==> config.mk <==
export PLATFORM = sky130hd
export DESIGN_NAME = uart_tx_arbiter_flat
export DESIGN_NICKNAME = d
export VERILOG_FILES = /design/src/rtl/uart_tx_arbiter_if.sv /design/src/rtl/uart_tx_arbiter.sv /design/src/flat_wrapper.sv
export SDC_FILE = /design/constraint.sdc
export NUM_CORES = 1
export LEC_CHECK = 0
export CORE_ASPECT_RATIO = 0.9
export CORE_MARGIN = 2
export CORE_UTILIZATION = 49
export CTS_CLUSTER_SIZE = 28
export DETAILED_ROUTE_END_ITERATION = 16
export PLACE_DENSITY = 0.78
export SKIP_CTS_REPAIR_TIMING = 1
export SLEW_MARGIN = 10
export SYNTH_ARGS = -nofsm -noshare
export SYNTH_HDL_FRONTEND = slang
export SYNTH_SLANG_ARGS = --single-unit
==> constraint.sdc <==
create_clock -name clk -period 2.15 [get_ports clk]
set_clock_uncertainty 0.1 [all_clocks]
set_input_delay 0.215 -clock clk [delete_from_list [all_inputs] [get_ports clk]]
set_output_delay 0.215 -clock clk [all_outputs]
set_load 0.02 [all_outputs]
==> src/rtl/uart_tx_arbiter_if.sv <==
// uart_tx_arbiter_if: requester byte streams and uart_tx strobe bundle.
// master drives requests and tx_ready; slave is the arbiter.
interface uart_tx_arbiter_if #(
  parameter int N = 2
);
  logic [N-1:0]   req_valid;
  logic [8*N-1:0] req_data;
  logic [N-1:0]   req_last;
  logic [N-1:0]   req_ack;
  logic [N-1:0]   grant;
  logic [7:0]     tx_data;
  logic           tx_strobe;
  logic           tx_ready;
  logic           timeout;

  modport master (
    output req_valid, req_data, req_last, tx_ready,
    input  req_ack, grant, tx_data, tx_strobe, timeout
  );

  modport slave (
    input  req_valid, req_data, req_last, tx_ready,
    output req_ack, grant, tx_data, tx_strobe, timeout
  );
endinterface

==> src/rtl/uart_tx_arbiter.sv <==
// uart_tx_arbiter: packet-atomic round-robin share of one uart_tx.
// Grants drop on last byte, burst cap or stall timeout.
module uart_tx_arbiter #(
  parameter int N         = 2,
  parameter int TIMEOUT   = 4096,
  parameter int MAX_BURST = 256,
  parameter int CNT_W     = 16
) (
  input logic             clk,
  input logic             reset,
  uart_tx_arbiter_if.slave bus
);
  localparam int PW = (N > 1) ? $clog2(N) : 1;
  localparam logic [CNT_W-1:0] TO_LAST =
    CNT_W'(TIMEOUT - 1);
  localparam logic [CNT_W-1:0] BURST_LAST =
    CNT_W'(MAX_BURST - 1);

  typedef enum logic {
    IDLE,
    GRANT
  } state_t;

  state_t           state_q, state_d;
  logic [PW-1:0]    owner_q, owner_d;
  logic [PW-1:0]    rr_q, rr_d;
  logic [CNT_W-1:0] stall_q, stall_d;
  logic [CNT_W-1:0] burst_q, burst_d;
  logic [N-1:0]     grant_q, grant_d;
  logic [N-1:0]     ack_q, ack_d;
  logic [7:0]       data_q, data_d;
  logic             strobe_q, strobe_d;
  logic             to_q, to_d;

  logic             own_valid;
  logic             own_last;
  logic [7:0]       own_byte;
  logic             send;
  logic             burst_end;
  logic             stall_end;
  logic [PW-1:0]    rr_next;
  logic             pick_found;
  logic [PW-1:0]    pick_idx;
  logic [PW:0]      cand;

  assign own_valid = bus.req_valid[owner_q];
  assign own_last  = bus.req_last[owner_q];
  assign own_byte  = bus.req_data[{owner_q, 3'b000} +: 8];
  assign send      = own_valid && bus.tx_ready && !strobe_q;
  assign burst_end = (MAX_BURST != 0) && (burst_q == BURST_LAST);
  assign stall_end = (TIMEOUT != 0) && (stall_q == TO_LAST);
  assign rr_next   = (owner_q == PW'(N - 1)) ? '0
                   : owner_q + 1'b1;

  // first valid requester at or after rr_q, wrapping
  always_comb begin
    pick_found = 1'b0;
    pick_idx   = '0;
    cand       = '0;
    for (int k = 0; k < N; k++) begin
      cand = {1'b0, rr_q} + (PW+1)'(k);
      if (cand >= (PW+1)'(N))
        cand = cand - (PW+1)'(N);
      if (!pick_found && bus.req_valid[cand[PW-1:0]]) begin
        pick_found = 1'b1;
        pick_idx   = cand[PW-1:0];
      end
    end
  end

  // next state and registered outputs
  always_comb begin
    state_d  = state_q;
    owner_d  = owner_q;
    rr_d     = rr_q;
    stall_d  = stall_q;
    burst_d  = burst_q;
    grant_d  = grant_q;
    ack_d    = '0;
    data_d   = data_q;
    strobe_d = 1'b0;
    to_d     = 1'b0;
    unique case (state_q)
      IDLE: begin
        if (pick_found) begin
          state_d = GRANT;
          owner_d = pick_idx;
          grant_d = {{(N-1){1'b0}}, 1'b1} << pick_idx;
          stall_d = '0;
          burst_d = '0;
        end
      end
      GRANT: begin
        if (send) begin
          data_d   = own_byte;
          strobe_d = 1'b1;
          ack_d    = grant_q;
          burst_d  = burst_q + 1'b1;
          stall_d  = '0;
          if (own_last || burst_end) begin
            state_d = IDLE;
            grant_d = '0;
            rr_d    = rr_next;
          end
        end else if (!own_valid) begin
          if (stall_end) begin
            state_d = IDLE;
            grant_d = '0;
            rr_d    = rr_next;
            to_d    = 1'b1;
          end else begin
            stall_d = stall_q + 1'b1;
          end
        end
      end
      default: state_d = IDLE;
    endcase
  end

  // state and output registers, synchronous reset
  always_ff @(posedge clk) begin
    if (reset) begin
      state_q  <= IDLE;
      owner_q  <= '0;
      rr_q     <= '0;
      stall_q  <= '0;
      burst_q  <= '0;
      grant_q  <= '0;
      ack_q    <= '0;
      data_q   <= '0;
      strobe_q <= 1'b0;
      to_q     <= 1'b0;
    end else begin
      state_q  <= state_d;
      owner_q  <= owner_d;
      rr_q     <= rr_d;
      stall_q  <= stall_d;
      burst_q  <= burst_d;
      grant_q  <= grant_d;
      ack_q    <= ack_d;
      data_q   <= data_d;
      strobe_q <= strobe_d;
      to_q     <= to_d;
    end
  end

  assign bus.req_ack   = ack_q;
  assign bus.grant     = grant_q;
  assign bus.tx_data   = data_q;
  assign bus.tx_strobe = strobe_q;
  assign bus.timeout   = to_q;
endmodule

==> src/flat_wrapper.sv <==
// flat-port wrapper written by rule: the top's interface ports become plain ports
module uart_tx_arbiter_flat 
#(
  parameter int N         = 2,
  parameter int TIMEOUT   = 4096,
  parameter int MAX_BURST = 256,
  parameter int CNT_W     = 16
)
  (clk, reset, bus_req_valid, bus_req_data, bus_req_last, bus_tx_ready, bus_req_ack, bus_grant, bus_tx_data, bus_tx_strobe, bus_timeout);
  uart_tx_arbiter_if #(.N(N)) bus_i ();
  input logic clk;
  input logic reset;
  input wire logic [$bits(bus_i.req_valid)-1:0] bus_req_valid;
  input wire logic [$bits(bus_i.req_data)-1:0] bus_req_data;
  input wire logic [$bits(bus_i.req_last)-1:0] bus_req_last;
  input wire logic [$bits(bus_i.tx_ready)-1:0] bus_tx_ready;
  output wire logic [$bits(bus_i.req_ack)-1:0] bus_req_ack;
  output wire logic [$bits(bus_i.grant)-1:0] bus_grant;
  output wire logic [$bits(bus_i.tx_data)-1:0] bus_tx_data;
  output wire logic [$bits(bus_i.tx_strobe)-1:0] bus_tx_strobe;
  output wire logic [$bits(bus_i.timeout)-1:0] bus_timeout;
  assign bus_i.req_valid = bus_req_valid;
  assign bus_i.req_data = bus_req_data;
  assign bus_i.req_last = bus_req_last;
  assign bus_i.tx_ready = bus_tx_ready;
  assign bus_req_ack = bus_i.req_ack;
  assign bus_grant = bus_i.grant;
  assign bus_tx_data = bus_i.tx_data;
  assign bus_tx_strobe = bus_i.tx_strobe;
  assign bus_timeout = bus_i.timeout;
  uart_tx_arbiter #(.N(N), .TIMEOUT(TIMEOUT), .MAX_BURST(MAX_BURST), .CNT_W(CNT_W)) u_core (.clk(clk), .reset(reset), .bus(bus_i));
endmodule
==> results.py, run 1 <==
metrics = {
    "cts": {
        "cts_buffer_depth": 2,
        "cts_buffers": 5,
        "clkLatencyLatePin_ns": 0.31,
        "clk_pin_slew_worst_paths_ns": 0.10,
        "clock_sinks": 49,
        "h-tree-depth": 2,
        "cts_root_buf": "clkbuf_8",
        "cts_tree": "done",
    },
    "routing": {
        "vias_per_cell": 5.72,
        "drt-initial-drc-count": 155,
        "ant_nets": 0,
        "totalWireLength_mm": 5.81,
        "wire_per_inst_um": 14.0,
        "drcViolationCount": 0,
        "firstDrtPassIters": 4,
        "dr_total_vias": 2368,
    },
    "global_route": {
        "grt_pass1_wl_mm": 9.45,
        "overflow": 0,
        "grt_usage_pct": 20.3,
        "grt_pass1_vias": 2089,
        "grt_max_degree": 25,
        "antenna_found_initial": 0,
    },
    "critical_path": {
        "critPathCaptureType": "flip-flop",
        "rrSetupSlack_ns": 0.18,
        "r2r_cells": 6,
        "crit_start": "u_core.stall_q[1]",
        "cp-start-kind": "flip-flop",
        "crit_chain": "ha_1, and3_1, and4_1, o211ai_4, a31oi_1, a41o_1",
        "max_stage_delay_ns": 0.42,
        "path_max_fanout": 14,
        "slowest_stage": "o211ai_4",
        "rr_startpoint": "u_core.stall_q[1]",
        "r2r-end": "u_core.stall_q[8]",
        "crit_path_end": "u_core.stall_q[8]",
        "arrival_ns": 2.08,
        "cp.required_ns": 2.26,
        "crit_type": "flip-flop to flip-flop",
    },
    "timing": {
        "slew_viol_final": 0,
        "slew_headroom_pct": 70.3,
        "period_minus_slack_ns": 1.97,
        "timing.hold.ws_ns": 0.387,
        "post-route-period-util_pct": 91.5,
        "max_freq_mhz": 508,
        "finalSetupViolCount": 0,
        "rsz0062_at_grt": "no",
        "finalHoldViolations": 0,
        "worst_pin_slew_ns": 0.444,
    },
    "power": {
        "finalPower_mw": 1.84,
        "power_density_nw_per_um2": 569,
        "power.leakage_nw": 1.22,
        "peakVddDrop_mv": 0.360,
    },
    "synthesis": {
        "synth_commonest_cells": "49 x dfxtp_1, 36 x nor2_1, 27 x nand2_1",
        "ys.flop_type": "dfxtp_1",
        "synth_nets": 319,
        "async_flop_share_pct": 0,
        "synth_edf_count": 0,
        "ys_types": 56,
        "syn-instance-count": 294,
        "yosysTopAreaCellShare_pct": 37.7,
        "syn_area_um2": 2600,
        "netlist_top_cells_area": "dfxtp_1 38%, nor2_1 5.2%, mux2i_1 4.6%, nand2_1 3.9%, a211oi_1 3.7%",
        "synth.avg_cell_area_um2": 8.86,
        "ys_seq_elements": 49,
        "yosysMostFrequentCell": "dfxtp_1",
        "yosysWarnings": 0,
        "yosysSeqAreaShare_pct": 37.7,
        "synth_area_leader_cell": "dfxtp_1",
    },
    "final_layout": {
        "nFillCells": 458,
        "nets": 371,
        "drive_gt1_share_pct": 16.1,
        "fin_util_pct": 62.3,
        "syn_to_final_growth_pct": 24.1,
        "multi_input_area_um2": 1490,
        "finish.instance_area_um2": 3230,
        "seq_area_um2": 981,
        "antennaDiodeCount": 0,
    },
    "die": {
        "core.rowCount": 25,
        "die_y_um": 73.2,
        "die_x_um": 80.9,
        "pin_count": 37,
        "start_util_pct": 50.2,
        "core-area_um2": 5190,
        "die-area_um2": 5920,
    },
    "placed_design": {
        "place_area_um2": 3130,
        "globalplace.congestion": 0.852,
        "hpwl_mm": 4.30,
        "port_buffers": 36,
    },
    "status": {
        "status": "completed",
    },
    "min_path": {
        "hold_path_startpoint": "u_core.bus.grant[1]",
        "hold_class": "flip-flop to flip-flop",
    },
    "run": {
        "cap_violations": 0,
    },
}
==> power by group <==
group          switching (mW)  internal, mW
sequential             0.0163         0.927
combinational           0.169         0.155
clock                   0.336         0.235
total                   0.521          1.32
==> cell usage in the layout (no fill, tap or decap), types with 4 or more instances in the layout <==
cell | Yosys | layout
buf_4 | 3 | 25
mux2_2 | 4 | 4
nand4_1 | 7 | 7
clkdlybuf4s50_1 | 0 | 36
nor3_1 | 9 | 9
dfxtp_1 | 49 | 49
a21oi_1 | 14 | 14
inv_1 | 5 | 5
a211oi_1 | 13 | 13
nand3_1 | 12 | 12
o21ai_0 | 11 | 11
and4_1 | 6 | 6
mux2i_1 | 12 | 12
nand2b_1 | 4 | 4
a31oi_1 | 10 | 10
a311oi_1 | 4 | 4
and2_1 | 4 | 4
nand2_1 | 27 | 27
a41o_1 | 7 | 7
nor2_1 | 36 | 36
clkbuf_8 | 1 | 5
and3_1 | 6 | 6
==> cell type report <==
cell class,instances,share of cell area (%)
clock buffers,5,2.13
clock inverters,3,0.774
inverters,5,0.580
multi-input cells,223,46.0
flip-flops and latches,49,30.3
well taps,67,2.59
repair buffers,62,17.6
==> flip-flops by register name, indices dropped and copies added, names as in the netlist, 2 cells and up <==
name,cells
u_core.bus.grant,2
u_core.burst_q,16
u_core.bus.req_ack,2
u_core.bus.tx_data,8
u_core.stall_q,16
==> worst max-delay path, delay by kind of cell (launching register included) <==
kind | cells | cell delay, ns
adder cells (fa/ha/maj) | 1 | 0.20
AO/OA/AOI/OAI | 3 | 0.79
flip-flops | 1 | 0.35
AND/OR/NAND/NOR | 2 | 0.43
==> cell families after synthesis <==
group | Yosys count | synth area share (%)
buffers and inverters | 22 | 5.57
AND/OR/NAND/NOR | 123 | 24.7
adder cells (fa/ha/maj) | 2 | 0.960
flip-flops | 49 | 37.7
multiplexers | 18 | 7.78
AO/OA/AOI/OAI | 77 | 22.3
XOR/XNOR | 3 | 1.01
==> through the flow <==
stage	instances	setup TNS, ns	setup WS (ns)
floorplan	294	0	0.0702
global placement	406	-0.0157	-0.0157
detailed placement	406	-0.289	-0.0724
CTS	414	0	0.0518
global route	414	0	0.0928
finish	414	0	0.183
==> worst min-delay path by stage <==
stage / endpoint / cells past startpoint
after floorplan: u_core.bus.grant[0] / 2
after global placement: u_core.bus.req_ack[1] / 2
after detailed placement: u_core.bus.req_ack[1] / 2
after CTS: u_core.bus.req_ack[1] / 2
after global routing: u_core.bus.req_ack[1] / 2
final: u_core.bus.req_ack[1] / 2
==> per-layer routing <==
metal / vias up / wire length (um) / GRT usage [%]
li1: 1204 / - / -
met1: 1118 / 2920 / 28.7
met2: 41 / 2600 / 30.9
met3: 5 / 233 / 4.21
met4: 0 / 51 / 6.97
met5: - / 0 / 0
Note: power is estimated with default switching activity, not from simulation.
==> run 2: changes to the inputs <==
--- a/config.mk
+++ b/config.mk
@@ -7,10 +7,10 @@
 export LEC_CHECK = 0
 export CORE_ASPECT_RATIO = 0.9
 export CORE_MARGIN = 2
-export CORE_UTILIZATION = 49
+export CORE_UTILIZATION = 58
 export CTS_CLUSTER_SIZE = 28
 export DETAILED_ROUTE_END_ITERATION = 16
-export PLACE_DENSITY = 0.78
+export PLACE_DENSITY = 0.86
 export SKIP_CTS_REPAIR_TIMING = 1
 export SLEW_MARGIN = 10
 export SYNTH_ARGS = -nofsm -noshare
==> constraint.sdc (replaced) <==
create_clock -name clk -period 2.34 [get_ports clk]
set_clock_uncertainty 0.1 [all_clocks]
set_input_delay 0.234 -clock clk [delete_from_list [all_inputs] [get_ports clk]]
set_output_delay 0.234 -clock clk [all_outputs]
set_load 0.02 [all_outputs]
==> run 2 against run 1 <==
Compared with the run above: total power down 10%; sequential power decreased by 8.1%; wire length grew 3.3%; hold slack got worse by 0.019 ns; cell count decreased by 4.6%; sequential share of layout area grew 1.2 points; sequential cell count is the same; critical path type unchanged; largest cell class unchanged.
==> results.py, run 2 (synthesis gave the netlist of run 1 again) <==
metrics = {
    "critical_path": {
        "r2r-end": "u_core.stall_q[2]",
        "cp.depth": 6,
        "crit_start": "u_core.stall_q[0]",
        "max_stage_delay_ns": 0.57,
        "cp_top_family": "compound AO/OA/AOI/OAI gates",
        "worst-path-buf-inv": 0,
        "slowest_stage": "o211ai_2",
        "rrSetupSlack_ns": 0.13,
        "critPathCaptureType": "flip-flop",
        "cp-start-kind": "flip-flop",
        "cp.required_ns": 2.44,
        "crit_path_end": "u_core.stall_q[2]",
        "crit_type": "flip-flop to flip-flop",
        "arrival_ns": 2.31,
        "crit_chain": "ha_1, and3_1, and4_1, o211ai_2, a21oi_1, a31o_2",
        "rr_startpoint": "u_core.stall_q[0]",
        "path_max_fanout": 14,
        "r2r_cells": 6,
    },
    "final_layout": {
        "layout_commonest_cell": "dfxtp_1",
        "syn_to_final_growth_pct": 19.5,
        "final_cell_mix": "49 x dfxtp_1, 36 x nor2_1, 36 x clkdlybuf4s50_1",
        "antennaDiodeCount": 0,
        "nets": 358,
        "finish.instance_area_um2": 3110,
        "fin_util_pct": 71.2,
        "fin_cells": 395,
        "drive_gt1_share_pct": 12.3,
    },
    "global_route": {
        "grtUsageMet3_pct": 5.07,
        "grt_use_met2_pct": 40.9,
        "grt_pass1_wl_mm": 9.92,
        "overflow": 0,
        "busiest_layer": "met2",
        "grt_usage_pct": 25.4,
        "grt_max_degree": 22,
        "antenna_found_initial": 0,
        "grt_pass1_vias": 2200,
        "grt_use_met1_pct": 33.2,
    },
    "power": {
        "power.leakage_nw": 1.15,
        "finalPower_mw": 1.65,
        "peakVddDrop_mv": 0.338,
        "power_density_nw_per_um2": 531,
    },
    "timing": {
        "timing.hold.ws_ns": 0.368,
        "post-route-period-util_pct": 94.6,
        "worst_pin_slew_ns": 0.672,
        "layout_setup_ws_ns": 0.125,
        "tns_ns": 0,
        "slew_viol_final": 0,
        "finalSetupViolCount": 0,
        "period_minus_slack_ns": 2.21,
        "slew_headroom_pct": 55.1,
        "finalHoldViolations": 0,
        "max_freq_mhz": 452,
        "rsz0062_at_grt": "no",
    },
    "die": {
        "die_y_um": 67.6,
        "core-area_um2": 4370,
        "die-area_um2": 5040,
        "pin_count": 37,
        "die_x_um": 74.6,
        "start_util_pct": 59.6,
        "core.rowCount": 23,
    },
    "routing": {
        "dr_total_vias": 2460,
        "firstDrtPassIters": 5,
        "ant_nets": 0,
        "vias_per_cell": 6.23,
        "drcViolationCount": 0,
        "wire_per_inst_um": 15.2,
        "drt-initial-drc-count": 211,
        "totalWireLength_mm": 6.00,
    },
    "placed_design": {
        "port_buffers": 36,
        "globalplace.congestion": 0.890,
        "place_area_um2": 3030,
        "placedCellCount": 388,
        "dp_worst_setup_slack_ns": 0.0695,
        "hpwl_mm": 4.27,
    },
    "cts": {
        "cts_buffer_depth": 2,
        "clk_pin_slew_worst_paths_ns": 0.08,
        "cts_tree": "done",
        "cts_buffers": 5,
        "clock_sinks": 49,
        "clkLatencyLatePin_ns": 0.30,
        "cts_root_buf": "clkbuf_8",
        "h-tree-depth": 2,
    },
    "run": {
        "cap_violations": 0,
    },
    "status": {
        "status": "completed",
    },
    "min_path": {
        "hold_class": "flip-flop to flip-flop",
    },
}
## run 2: worst min path at each step
| stage | cells after the start | end | startpoint |
|---|---|---|---|
| after detailed placement | 2 | u_core.bus.req_ack[0] | u_core.bus.grant[0] |
| final | 2 | u_core.bus.req_ack[0] | u_core.bus.grant[0] |
| after global placement | 2 | u_core.bus.req_ack[1] | u_core.bus.grant[1] |
| after global routing | 2 | u_core.bus.req_ack[0] | u_core.bus.grant[0] |
| after CTS | 2 | u_core.bus.req_ack[0] | u_core.bus.grant[0] |
| after floorplan | 2 | u_core.bus.grant[0] | bus_req_valid[0] |
## run 2: layout make-up
cell class              count  area, um2
flip-flops and latches     49        981
fillers                   352       1260
well taps                  62       77.6
multi-input cells         223       1480
inverters                   5       18.8
repair buffers             49        470
clock buffers               7       86.3
## run 2: worst register-to-register path: stages, from the launching register on
cell,delay [ns]
dfxtp_1,0.35
ha_1,0.26
and3_1,0.21
and4_1,0.23
o211ai_2,0.57
a21oi_1,0.16
a31o_2,0.24
## run 2: power by group
group	total (mW)	switching (mW)	internal, mW
sequential	0.868	0.0159	0.852
combinational	0.284	0.153	0.131
clock	0.502	0.267	0.235
total	1.65	0.436	1.22
## run 2: layer usage
layer,wire length (um),share of wire [%],up-vias
li1,-,-,1184
met1,2650,44,1167
met2,2910,49,100
met3,361,6.0,9
met4,74,1.2,0
met5,0,0,-
==> run 3: changes to the inputs <==
--- a/config.mk
+++ b/config.mk
@@ -10,6 +10,7 @@
 export CORE_UTILIZATION = 58
 export CTS_CLUSTER_SIZE = 28
 export DETAILED_ROUTE_END_ITERATION = 16
+export GPL_ROUTABILITY_DRIVEN = 0
 export PLACE_DENSITY = 0.86
 export SKIP_CTS_REPAIR_TIMING = 1
 export SLEW_MARGIN = 10
==> results of run 3 <==
No change in the layout: final DEF, timing and power equal those of run 2.
